<file path="src/rtl/wb_arbiter.sv">
// Writeback arbiter: serialises ALU/load/FPU results onto the single register-file
// write port and tracks GPR/FPR busy bits. Define WB_RR_EN for round-robin arbitration.
module wb_arbiter #(
    parameter int NSRC   = 3,
    parameter int DATA_W = 32
) (
    input  logic                     clk,
    input  logic                     rstn,
    input  logic [NSRC-1:0]          src_valid,
    output logic [NSRC-1:0]          src_ready,
    input  logic [2*NSRC-1:0]        src_rw,
    input  logic [5*NSRC-1:0]        src_rd,
    input  logic [DATA_W*NSRC-1:0]   src_data,
    output logic [1:0]               rwin,
    output logic [4:0]               rdin,
    output logic [DATA_W-1:0]        dtowrite,
    input  logic                     issue_valid,
    input  logic [1:0]               issue_rw,
    input  logic [4:0]               issue_rd,
    output logic [31:0]              gpr_busy,
    output logic [31:0]              fpr_busy
);

    typedef struct packed {
        logic [1:0]        rw;
        logic [4:0]        rd;
        logic [DATA_W-1:0] data;
    } wb_req_t;

    wb_req_t req [NSRC];

    for (genvar i = 0; i < NSRC; i++) begin : g_src
        assign req[i] = '{rw: src_rw[i*2 +: 2], rd: src_rd[i*5 +: 5], data: src_data[i*DATA_W +: DATA_W]};
    end

    // base = first index searched; fixed priority 1>2>0 is the round-robin order with pointer 0
    logic [1:0] base;
    logic [1:0] sel;
    logic       gnt;
    logic [2:0] idx;

`ifdef WB_RR_EN
    logic [1:0] rr_ptr;

    assign base = (rr_ptr == 2'd2) ? 2'd0 : rr_ptr + 2'd1;

    always_ff @(posedge clk or negedge rstn) begin
        if (!rstn)    rr_ptr <= 2'd0;
        else if (gnt) rr_ptr <= sel;
    end
`else
    assign base = 2'd1;
`endif

    always_comb begin
        gnt       = 1'b0;
        sel       = 2'd0;
        idx       = 3'd0;
        src_ready = '0;
        for (int k = 0; k < NSRC; k++) begin
            idx = {1'b0, base} + 3'(k);
            if (idx >= 3'(NSRC)) idx = idx - 3'(NSRC);
            if (!gnt && src_valid[idx[1:0]]) begin
                gnt = 1'b1;
                sel = idx[1:0];
            end
        end
        if (gnt) src_ready[sel] = 1'b1;
    end

    // Filtered writes (rw=11, GPR 0) still take their slot but present rwin=00
    wb_req_t    win;
    logic [1:0] wr_rw;

    assign win = req[sel];

    always_comb begin
        wr_rw = 2'b00;
        if (win.rw == 2'b10)                          wr_rw = 2'b10;
        else if (win.rw == 2'b01 && win.rd != 5'd0)   wr_rw = 2'b01;
    end

    always_ff @(posedge clk or negedge rstn) begin
        if (!rstn) begin
            rwin     <= 2'b00;
            rdin     <= 5'd0;
            dtowrite <= '0;
        end else if (gnt) begin
            rwin     <= wr_rw;
            rdin     <= win.rd;
            dtowrite <= win.data;
        end else begin
            rwin     <= 2'b00;
        end
    end

    logic [31:0] gpr_set, fpr_set, gpr_clr, fpr_clr;

    always_comb begin
        gpr_set = '0;
        fpr_set = '0;
        gpr_clr = '0;
        fpr_clr = '0;
        if (issue_valid && issue_rw == 2'b01 && issue_rd != 5'd0) gpr_set[issue_rd] = 1'b1;
        if (issue_valid && issue_rw == 2'b10)                     fpr_set[issue_rd] = 1'b1;
        if (rwin == 2'b01) gpr_clr[rdin] = 1'b1;
        if (rwin == 2'b10) fpr_clr[rdin] = 1'b1;
    end

    // Set is OR-ed after the clear so a same-bit re-issue keeps the bit busy
    always_ff @(posedge clk or negedge rstn) begin
        if (!rstn) begin
            gpr_busy <= '0;
            fpr_busy <= '0;
        end else begin
            gpr_busy <= (gpr_busy & ~gpr_clr) | gpr_set;
            fpr_busy <= (fpr_busy & ~fpr_clr) | fpr_set;
        end
    end

endmodule

</file>
<file path="config.mk">
export PLATFORM = sky130hd
export DESIGN_NAME = wb_arbiter
export DESIGN_NICKNAME = d
export VERILOG_FILES = /design/src/rtl/wb_arbiter.sv
export SDC_FILE = /design/constraint.sdc
export NUM_CORES = 1
export LEC_CHECK = 0
export CORE_UTILIZATION = 36
export CTS_CLUSTER_DIAMETER = 100
export DETAILED_ROUTE_END_ITERATION = 8
export PLACE_DENSITY = 0.76
export SETUP_SLACK_MARGIN = 0.5
export SYNTH_ARGS = -nofsm -noshare
export SYNTH_HDL_FRONTEND = slang
export SYNTH_SLANG_ARGS = --single-unit
</file>
<file path="constraint.sdc">
create_clock -name clk -period 1.4 [get_ports clk]
set_input_delay 0.21 -clock clk [delete_from_list [all_inputs] [get_ports clk]]
set_output_delay 0.21 -clock clk [all_outputs]
set_load 0.03 [all_outputs]
</file>
==> impl_metrics.tcl <==
set metrics [dict create \
    status "finished with violations" \
    violations "hold timing, setup timing" \
    wl_met2_um 11270 \
    grt_pass1_vias 5361 \
    comb_power_share 0.459 \
    layout-drive-gt1-share 0.5398 \
    seqPwrFrac 0.328 \
    pre_cts_ws_ns -0.3685 \
    hold_slack_ns -0.1999 \
    die_area_mm2 0.01335 \
    drtAntennaViolNets 0 \
    hold_viol_final 25 \
    clk_pin_slew_ns 0.07 \
    grt_pass1_wl_um 28190 \
    cts_made_buffers 9 \
    netSwitchingPower_uw 4798 \
    r2r-start "rdin[2]" \
    clk_path_buf_depth 2 \
    yosys.area_share.adder 0 \
    gp_congestion 0.9094 \
    routedWlPerCell_um 21.61 \
    yosys.area.top_type_share 0.5554 \
    clock_sink_count 103 \
    muxShareOfSynthArea 0.03047 \
    yosys.area.top_type "dfrtp_1" \
    tightest_slew_ns 0.4406 \
    startpoint "rdin[2]" \
    routed_wl_um 21390 \
    grt_max_degree 38 \
    wl_met3_um 1923 \
    routed_via_density 5.667 \
    numPortBuffers 235 \
    finalSetupViolCount 1 \
    clkPwrFrac 0.213 \
    hp-class "in2async" \
    placementRows 41 \
    postPlaceCellArea_mm2 0.007565 \
    synth_compound_area_frac 0.3079 \
    final_nets 943 \
    die_w_um 115.5 \
    design.portCount 236 \
    end_kind "flip-flop" \
    synth_fp_nets 569 \
    setup_ws_ns -0.02108 \
    core_mm2 0.01257 \
    synth_top_cells_by_count "o21ai_0, dfrtp_1, o22ai_1, a21oi_1, o22ai_2" \
    ys_seq_area_frac 0.5554 \
    slew_headroom 0.7063 \
    worst-setup-path-type "reg2reg" \
    netlist_area_mm2 0.004641 \
    yosys_warnings 0 \
    finalCriticalPeriod_ns 1.421 \
    antenna_found_initial 0 \
    drt-pass1-iter-count 5 \
    synth_top_family_by_area "compound AO/OA/AOI/OAI gates" \
    m1WireLength_um 7202 \
    grt-ovfl-total 0 \
    yosys.area_share.simple 0.06767 \
    drt-initial-drc-count 495 \
    powerDensity_mw_per_mm2 1327 \
    htreeDepth 3 \
    dp_hpwl_um 12490 \
    fp.dieH_um 115.5 \
    synth_cells 439 \
    worst_ep_required_time_ns 1.62 \
    start_util 0.3692 \
    critPathLaunchType "flip-flop" \
    rsz0062_at_grt "true" \
    final_core_util 0.7816 \
    p_int_uw 8236 \
    drc 0 \
    maxSlewViolCount 0 \
    ys.flop_type "dfrtp_1" \
    max_freq_mhz 703.7 \
    num_vias 5610 \
    grt_use_total 0.2796 \
    synthArstFlopShare 1.000 \
    clk_latency_ns 0.34 \
    final_area_mm2 0.009823 \
    syn2layout_area_growth_pct 111.7 \
    sw_frac_of_total 0.3681 \
    maxCapViolations 0 \
    cts_tree "done" \
    leakagePower_uw 0.003993 \
    top_layer "met4" \
    vdd_drop_max_mv 0.5264 \
    avgSynthCellArea_um2 10.57 \
    cts_root_buf "clkbuf_16" \
    synth.area.top_cells "dfrtp_1, o21ai_0, o22ai_2" \
    yosysMostFrequentCell "o21ai_0" \
    synth-edff-count 0 \
    ys_types 30 \
    ys_ff_latch 103 \
    synthXorXnorAreaFrac 0 \
    period_share 1.015 \
    cp_max_fo 6 \
    fill_cells 716 \
    fin_skew_ns 0.004067 \
    arrival_ns 1.64 \
]
[power by group through the flow]
stage | Clock (uW) | Combinational (uW) | Sequential (uW)
5_1_grt | 2930 | 6250 | 4320
3_3_place_gp | 0 | 4290 | 4130
6_report | 2780 | 5980 | 4280
2_1_floorplan | 0 | 922 | 5350
3_5_place_dp | 0 | 4380 | 4160
4_1_cts | 2770 | 5130 | 4220
[final cells by class]
cell class | instances | area, um^2 | share of cell area
Clock buffer | 9 | 225.2 | 0.02293
Inverter | 2 | 22.52 | 0.002293
Antenna cell | 1 | 2.502 | 0.0002547
Multi-Input combinational cell | 305 | 2629 | 0.2676
Sequential cell | 103 | 2587 | 0.2634
Timing Repair Buffer | 392 | 4048 | 0.4120
Tap cell | 172 | 215.2 | 0.02191
Clock inverter | 6 | 93.84 | 0.009553
[cell families after synthesis]
| group | count (synthesis) |
|---|---|
| AO/OA/AOI/OAI | 231 |
| buffers and inverters | 31 |
| AND/OR/NAND/NOR | 62 |
| multiplexers | 12 |
| flip-flops | 103 |
[cells in the final DEF (no fill, tap or decap), drive strengths merged]
cell type,instances
dlymetal6s2s,2
diode,1
o22ai,64
mux2i,7
dfrtp,103
o21a,1
or3,3
dlygate4sd2,8
nor2b,6
o21ai,132
and3,1
nand3b,6
bufinv,2
nor2,8
nand3,7
clkinvlp,1
a211oi,1
and3b,1
clkbuf,11
inv,4
clkdlybuf4s50,115
nor4,1
nand2,24
buf,265
clkinv,1
nor3,2
mux2,5
a21oi,33
or3b,3
[per-layer routing]
metal  up-vias  GRT usage
met5         -          0
met4         0     0.1307
met3        87    0.06015
met2       378     0.5086
met1      2735     0.3113
li1       2410          -
[worst max-delay path, cell delays in order, from the launching register on]
cell	delay, ns
dfrtp_2	0.44
nand3b_1	0.35
buf_4	0.26
o21ai_1	0.16
o21ai_1	0.10
[worst paths after layout]
check / to / slack, ns / depth (start not counted)
max reg2reg: gpr_busy[26] / -0.02 / 4
max in group asynchronous: gpr_busy[31] / 1.03 / 2
min in group clk: rdin[1] / 0.39 / 5
max: gpr_busy[26] / -0.02 / 4
min reg2reg: fpr_busy[18] / 0.54 / 2
min: fpr_busy[25] / -0.20 / 1
[per-stage QoR]
step | cells | TNS [ns] | power, uW
detailed placement | 860 | -23.51 | 8543
global placement | 860 | -20.68 | 8416
floorplan | 439 | -0.5590 | 6272
finish | 990 | -0.02108 | 13030
global route | 989 | -0.02666 | 13500
CTS | 945 | 0 | 12110
[sequential cells by signal (all words and copies together) (netlist names)]
signal / count
dtowrite: 32
fpr_busy: 32
gpr_busy: 32
rdin: 5
rwin: 2
[repair_timing]
item                                   4_1_cts  5_1_grt
gates cloned                                 5        2
setup endpoints to repair                  209      208
pin swaps                                   22       33
resized for setup                          765      146
endpoints found under the hold margin       25       25
setup buffers                               65       42
Note: power is estimated with default switching activity, not from simulation.
